$ cat src/rtl/pipeline_ctrl.sv
// ---------------------------------------------------------------------------
// pipeline_ctrl
//
// Central stall/flush sequencer for the five-stage pipeline. Stall requests
// from IF, ID, EX and MEM are resolved into a per-stage stall vector (the
// deepest requester wins). Exceptions and ERETs reported by the MEM stage are
// turned into a one-cycle flush plus PC redirect. The flush is deferred while
// the MEM stage is still waiting on the data bus.
//
// Optional feature (macro PIPE_CTRL_PERF_EN): stall-cycle and flush counters
// with a synchronous clear input.
//
// Ports:
//   clk_i            in   1   pipeline clock
//   rst_i            in   1   synchronous active-high reset
//   if_stall_req_i   in   1   instruction fetch not complete
//   id_stall_req_i   in   1   ID operand hazard on branch/jr
//   ex_stall_req_i   in   1   EX multi-cycle operation not done
//   mem_stall_req_i  in   1   data bus access not complete
//   excp_valid_i     in   1   MEM-stage exception or ERET
//   excp_eret_i      in   1   qualifies excp_valid_i as ERET
//   epc_i            in  32   return address for ERET
//   perf_clr_i       in   1   clear perf counters (PIPE_CTRL_PERF_EN only)
//   stall_cycles_o   out 32   cycles with stall_o != 0 (PIPE_CTRL_PERF_EN only)
//   flush_count_o    out 16   cycles with flush_o = 1 (PIPE_CTRL_PERF_EN only)
//   stall_o          out  6   bit0 PC, bit1 IF/ID, bit2 ID/EX, bit3 EX/MEM,
//                             bit4 MEM/WB, bit5 WB
//   flush_o          out  1   clear all pipeline registers, load PC
//   new_pc_o         out 32   redirect target, meaningful while flush_o = 1
//   dbg_state_o      out  2   current FSM state (0 RUN, 1 WAIT, 2 FLUSH)
// ---------------------------------------------------------------------------
module pipeline_ctrl #(
  parameter logic [31:0] EXC_ENTRY = 32'hBFC00380
) (
  input  logic        clk_i,
  input  logic        rst_i,
  input  logic        if_stall_req_i,
  input  logic        id_stall_req_i,
  input  logic        ex_stall_req_i,
  input  logic        mem_stall_req_i,
  input  logic        excp_valid_i,
  input  logic        excp_eret_i,
  input  logic [31:0] epc_i,
`ifdef PIPE_CTRL_PERF_EN
  input  logic        perf_clr_i,
  output logic [31:0] stall_cycles_o,
  output logic [15:0] flush_count_o,
`endif
  output logic [5:0]  stall_o,
  output logic        flush_o,
  output logic [31:0] new_pc_o,
  output logic [1:0]  dbg_state_o
);

  typedef enum logic [1:0] {
    ST_RUN   = 2'd0,
    ST_WAIT  = 2'd1,
    ST_FLUSH = 2'd2
  } state_e;

  localparam logic [5:0] STALL_MEM  = 6'b011111;
  localparam logic [5:0] STALL_EX   = 6'b001111;
  localparam logic [5:0] STALL_ID   = 6'b000111;
  localparam logic [5:0] STALL_IF   = 6'b000011;
  localparam logic [5:0] STALL_NONE = 6'b000000;

  state_e      state_q, state_d;
  logic [31:0] target_q, target_d;
  logic [31:0] new_pc_q, new_pc_d;
  logic [5:0]  req_stall;
  logic [31:0] excp_target;

  // Deepest requester wins: stalling a stage also freezes every stage upstream.
  always_comb begin
    req_stall = STALL_NONE;
    if (mem_stall_req_i) begin
      req_stall = STALL_MEM;
    end else if (ex_stall_req_i) begin
      req_stall = STALL_EX;
    end else if (id_stall_req_i) begin
      req_stall = STALL_ID;
    end else if (if_stall_req_i) begin
      req_stall = STALL_IF;
    end
  end

  assign excp_target = excp_eret_i ? epc_i : EXC_ENTRY;

  always_ff @(posedge clk_i) begin
    if (rst_i) begin
      state_q  <= ST_RUN;
      target_q <= 32'h0;
      new_pc_q <= 32'h0;
    end else begin
      state_q  <= state_d;
      target_q <= target_d;
      new_pc_q <= new_pc_d;
    end
  end

  // new_pc is loaded on the edge that enters FLUSH, so it is valid exactly
  // when flush_o rises and simply holds afterwards.
  always_comb begin
    state_d  = state_q;
    target_d = target_q;
    new_pc_d = new_pc_q;
    stall_o  = STALL_NONE;
    case (state_q)
      ST_RUN: begin
        stall_o = req_stall;
        if (excp_valid_i) begin
          target_d = excp_target;
          if (mem_stall_req_i) begin
            state_d = ST_WAIT;
          end else begin
            state_d  = ST_FLUSH;
            new_pc_d = excp_target;
          end
        end
      end
      ST_WAIT: begin
        // Freeze everything up to MEM/WB while the faulting access drains;
        // further exception reports are ignored until the flush is done.
        stall_o = STALL_MEM;
        if (!mem_stall_req_i) begin
          state_d  = ST_FLUSH;
          new_pc_d = target_q;
        end
      end
      ST_FLUSH: begin
        state_d = ST_RUN;
      end
      default: begin
        state_d = ST_RUN;
      end
    endcase
  end

  assign flush_o     = (state_q == ST_FLUSH);
  assign new_pc_o    = new_pc_q;
  assign dbg_state_o = state_q;

`ifdef PIPE_CTRL_PERF_EN
  logic [31:0] stall_cycles_q;
  logic [15:0] flush_count_q;

  // Clear wins over increment; both counters wrap naturally.
  always_ff @(posedge clk_i) begin
    if (rst_i || perf_clr_i) begin
      stall_cycles_q <= 32'h0;
      flush_count_q  <= 16'h0;
    end else begin
      if (stall_o != STALL_NONE) begin
        stall_cycles_q <= stall_cycles_q + 32'd1;
      end
      if (flush_o) begin
        flush_count_q <= flush_count_q + 16'd1;
      end
    end
  end

  assign stall_cycles_o = stall_cycles_q;
  assign flush_count_o  = flush_count_q;
`endif

endmodule

$ cat config.mk
export PLATFORM = sky130hd
export DESIGN_NAME = pipeline_ctrl
export DESIGN_NICKNAME = d
export VERILOG_FILES = /design/src/rtl/pipeline_ctrl.sv
export SDC_FILE = /design/constraint.sdc
export NUM_CORES = 1
export LEC_CHECK = 0
export BUFFER_PORTS_ARGS = -buffer_cell sky130_fd_sc_hd__buf_4
export CAP_MARGIN = 20
export CORE_MARGIN = 3
export CORE_UTILIZATION = 49
export CTS_BUF_LIST = sky130_fd_sc_hd__clkbuf_4 sky130_fd_sc_hd__clkbuf_8
export DETAILED_ROUTE_END_ITERATION = 7
export PLACE_DENSITY = 0.85
export SLEW_MARGIN = 20
export SYNTH_ARGS = -nofsm -noshare
export SYNTH_HDL_FRONTEND = slang
export SYNTH_SLANG_ARGS = --single-unit
export TNS_END_PERCENT = 20
$ cat constraint.sdc
create_clock -name clk_i -period 1.7 [get_ports clk_i]
set_clock_uncertainty 0.2 [all_clocks]
set_input_delay 0.51 -clock clk_i [delete_from_list [all_inputs] [get_ports clk_i]]
set_output_delay 0.51 -clock clk_i [all_outputs]
set_load 0.03 [all_outputs]
**After elaboration in Yosys (flattened, before gate mapping)**

Index checks and enable logic that the tools add are counted.

- Divide/modulo/power cells: 0
- Mux-type cells: 14
- Shifts and indexed selects: 0
- Equality and inequality tests: 5
- $add $sub $neg: 0
- Multiply operators: 0
- Reduce and logical (&&, ||, !) cells: 5
- Bitwise operators: 0
- Magnitude comparators: 0

Operators with widths:

| kind | count |
|---|---|
| $mux W32 | 4 |
| $pmux W32 S2 | 1 |
| $pmux W6 S2 | 1 |
| $mux W2 | 4 |
| $ne A2 B2 Y1 const B | 3 |
| $mux W5 | 1 |
| $mux W4 | 1 |
| $pmux W2 S2 | 1 |
| $reduce_and A2 Y1 | 2 |
| $reduce_and A4 Y1 | 1 |
| $mux W3 | 1 |
| $eq A2 B1 Y1 const B | 1 |
| $eq A2 B2 Y1 const B | 1 |
| $logic_not A2 Y1 | 1 |
| $reduce_bool A2 Y1 | 1 |

- Bits in registers: 66
- Bits in read-only memories: 0
- Bits of input ports: 40
- Latch bits: 0
- Logic and storage cells: 27
- Bits in writable memories: 0
- Memories kept: 0

**Logic depth before layout (Yosys ltp)**

- Word-level depth: 5
- Mapped depth: 6
- Gate-level depth less buffers: 3

**Worst setup path after synthesis**

OpenSTA, ideal clock, no wires.

- Path kind: reg2out
- Start point: register state_q[1], in the netlist dbg_state_o[1]
- End point: output stall_o[1]
- Stages on the path, launching flop included: 4
- Buffers on the path: 2
- Data required time: 0.990 ns
- Path slack: -0.656 ns
- Arrival time: 1.646 ns
- Path through: dfxtp_1 -> buf_4 -> o21ai_0 -> buf_4

- Cells in the longest elaborated chain, start to end: 2

Ends and longest elaborated chain:

| what | line | source |
|---|---|---|
| start, declared | 67 | `state_e state_q, state_d;` |
| start signal, assigned | 95 | `state_q <= state_d;` |
| $eq A2 B1 Y1 or $logic_not A2 Y1 (tied branches) | 108 | `case (state_q)` |
| $pmux W6 S2 (*) | 108 |  |
| end, declared | 49 | `output logic [5:0] stall_o,` |

Every way passes the cells marked *; elsewhere a longest branch is shown, timed or not.

**Worst setup path in the final report**

Same ends and word-level chain as after synthesis.

==> qor.csv <==
stage;metric;value;unit
place;Placed Instances;481;
cells_and_area;final std cells w/o fill;503;
pwr;NetSw;1.15;mW
synthesis;Yosys top cell by area;dfxtp_1;
drt;wire length per cell;16.0;um
cells_and_area;commonest non-fill, non-tap cell in the layout;buf_4;
synthesis;Post-Syn Nets;390;
pwr;part of the power in registers;40.4;%
worst_setup_path;Worst Path Required;0.99;ns
floorplan;Die Footprint;0.00732;mm^2
min_path;Hold Path Class;in -> reg;
synthesis;sequential share of the synthesized area;42.6;%
pwr;peak supply drop;0.562;mV
place;port bufs;79;
floorplan;Starting Density;51.5;%
timing;Max Slew Vio Count;0;
drt;Vias;2893;
place;dpl hpwl;5300;um
synthesis;post-synthesis simple-gate area fraction;20.7;%
synthesis;mapped cell area;0.00310;mm^2
clock_network;clk sink count;66;
clock_network;CTS Buffer Depth;2;
global_routing;largest net degree at the start of global routing;41;
global_routing;global-route wire length before repair;12900;um
clock_network;Root Driver;clkbuf_8;
synthesis;synth warn;0;
drt;Routed WL;8070;um
timing;Tcrit/Tclk final;111;%
worst_setup_path;Crit Path Class;reg -> out;
place;post-place setup slack;-0.157;ns
synthesis;Synth Instances;350;
synthesis;Synth Flop Type;dfxtp_1;
drt;drt first pass iters;4;
synthesis;area share of xor/xnor cells in the synthesized design;0;%
global_routing;vias in the first global route;2832;
floorplan;Die Width;85.6;um
worst_setup_path;r2r setup slk;0.05;ns
cells_and_area;n_diodes;0;
global_routing;GRT Total Usage;22.1;%
synthesis;adder-cell share of the synthesized area;0;%
global_routing;total grt overflow;0;
synthesis;top post-synthesis cells by area;dfxtp_1, a311oi_2, a21oi_1, nand3_1, nand2_1;
pwr;Sw Ratio;27.0;%
status;outcome;complete, but fails checks;
worst_setup_path;Worst Path Buf+Inv;1;
floorplan;# rows;28;
cells_and_area;Area Overhead vs Synth;34.3;%
pwr;combinational share of power;20.4;%
global_routing;initial antenna violation count;0;
drt;Final ANT Viol Nets;0;
cells_and_area;most frequent cells in the layout;buf_4, dfxtp_1, nand2_1, nand3_1, a21oi_1;
timing;Final Setup Violations;6;
clock_network;TritonCTS Buffers;9;
synthesis;synthesis-stage register bit count;66;
worst_setup_path;Crit path largest cell delay;0.37;ns
status;failing checks;setup timing;
clock_network;clock slew at reported path FFs;0.07;ns
cells_and_area;Finished Core Util;69.1;%
timing;setup ws final;-0.179;ns
synthesis;share of the synthesized area in the top cell type;42.6;%
worst_setup_path;critical path fanouts, max;5;
clock_network;H-Tree Depth;3;
pwr;Tot Pwr;4.24;mW
floorplan;core area;0.00603;mm^2
worst_setup_path;Slowest cell on crit path;dfxtp_4;
worst_setup_path;CP cell instances;o21bai_4 > o21ai_4 > buf_4;
synthesis;EDFF count, synth;0;
pwr;leak pwr;1.72;nW
drt;Vias/cell;5.75;
synthesis;Synth Area in Compound Gates;27.3;%
timing;min Tclk post-route;1.88;ns
synthesis;Unique masters post-synth;27;
floorplan;I/O pins;81;
worst_setup_path;crit end category;primary output;
worst_setup_path;CP arrival;1.17;ns
drt;drc violations;0;
synthesis;ys async rst share;0;%
clock_network;CTS tree;yes;
pwr;power share of the clock group;39.2;%
pwr;P_int;3.09;mW
worst_setup_path;Top delay family on crit path;flip-flops;
timing;Max Clock Freq;0.532;GHz
worst_setup_path;CP Launch Type;register;
synthesis;Mapped Avg Cell Area;8.86;um^2
drt;initial DRC count;168;
timing;Final Hold Viols;0;
clock_network;hold_buf cts;0;
synthesis;largest family of logic cells by synthesized area;compound AO/OA/AOI/OAI gates;
cells_and_area;Final Net Count;463;
floorplan;height of the chip;85.6;um
run;Max Cap Viol;0;
pwr;PwrDens;1020;mW/mm^2
place;Placer Congestion;0.769;
timing;RSZ-0062 raised after global routing;yes;
synthesis;post-synthesis mux area share;0;%
clock_network;Clk Latency, worst-skew pair;0.34;ns
cells_and_area;share of layout cells above drive strength 1;38.3;%
cells_and_area;fill count;453;
area by class of cell:
cell class	count	area (um^2)	share of cell area [%]
clock buffer	12	159	3.81
clock inverter	4	97.6	2.34
inverter	17	63.8	1.53
multi-input combinational	229	1540	37.0
sequential	66	1330	31.9
tap	75	93.8	2.25
timing repair buffer	100	881	21.1
path summary, 6_finish.rpt:
path / startpoint / end / depth (start not counted)
worst max-delay path: dbg_state_o[1] / stall_o[1] / 3
worst min-delay path: epc_i[4] / target_q[4] / 3
worst max register to register: dbg_state_o[1] / target_q[30] / 5
worst min register to register: target_q[0] / target_q[0] / 2
registers in the layout, indices dropped and copies added (netlist names):
register	flops
dbg_state_o	2
new_pc_o	32
target_q	32
worst reg2reg max path: stages (launching register included):
cell     delay [ns]
dfxtp_4        0.37
buf_4          0.16
or3b_2         0.49
buf_12         0.17
nand2_1        0.08
a21oi_1        0.06
logic make-up (layout without fill, tap and decap cells):
logic type / after synthesis / in the layout
and+or+nand+nor: 138 / 139
DFF: 66 / 66
buffers and inverters: 56 / 133
AOI/OAI and AO/OA: 89 / 89
other: 1 / 1
cell usage after synthesis, types with 2 or more instances:
library cell,n
clkbuf_1,13
dfxtp_1,66
a21oi_1,40
a311oi_2,26
nor2_1,25
a311oi_1,6
and3_1,13
o21ai_0,3
o32ai_1,4
nand3_1,40
nand2_1,52
buf_6,4
buf_4,9
inv_1,17
nor2b_1,2
o32ai_2,8
buf_2,12
through the flow:
stage | hold WS (ns) | area, um^2 | setup TNS (ns)
floorplan | 0.237 | 3130 | -0.274
global placement | 0.242 | 3800 | -2.18
detailed placement | 0.249 | 3800 | -3.08
CTS | 0.233 | 4130 | -1.01
global route | 0.242 | 4170 | -1.18
finish | 0.242 | 4170 | -0.910
power by group through the flow:
stage | Combinational (mW) | Clock, mW | Sequential (mW)
2_1_floorplan | 0.430 | 0 | 1.85
3_3_place_gp | 0.807 | 0 | 1.74
3_5_place_dp | 0.827 | 0 | 1.75
4_1_cts | 0.851 | 1.68 | 1.71
5_1_grt | 0.926 | 1.75 | 1.72
6_report | 0.866 | 1.66 | 1.71
layer usage:
metal / vias to the layer above / wire length (um) / global-route usage (%)
li1: 1387 / - / -
met1: 1398 / 3170 / 25.9
met2: 94 / 4250 / 37.6
met3: 14 / 493 / 5.00
met4: 0 / 152 / 11.5
met5: - / 0 / 0
what timing repair did:
action / 4_1_cts / 5_1_grt
gates cloned: 0 / 1
gates resized for setup: 6 / 8
endpoints found under the setup margin: 7 / 37
pin swaps: 2 / 0
buffers inserted: 5 / 0
Power figures use the tool's default switching activity.
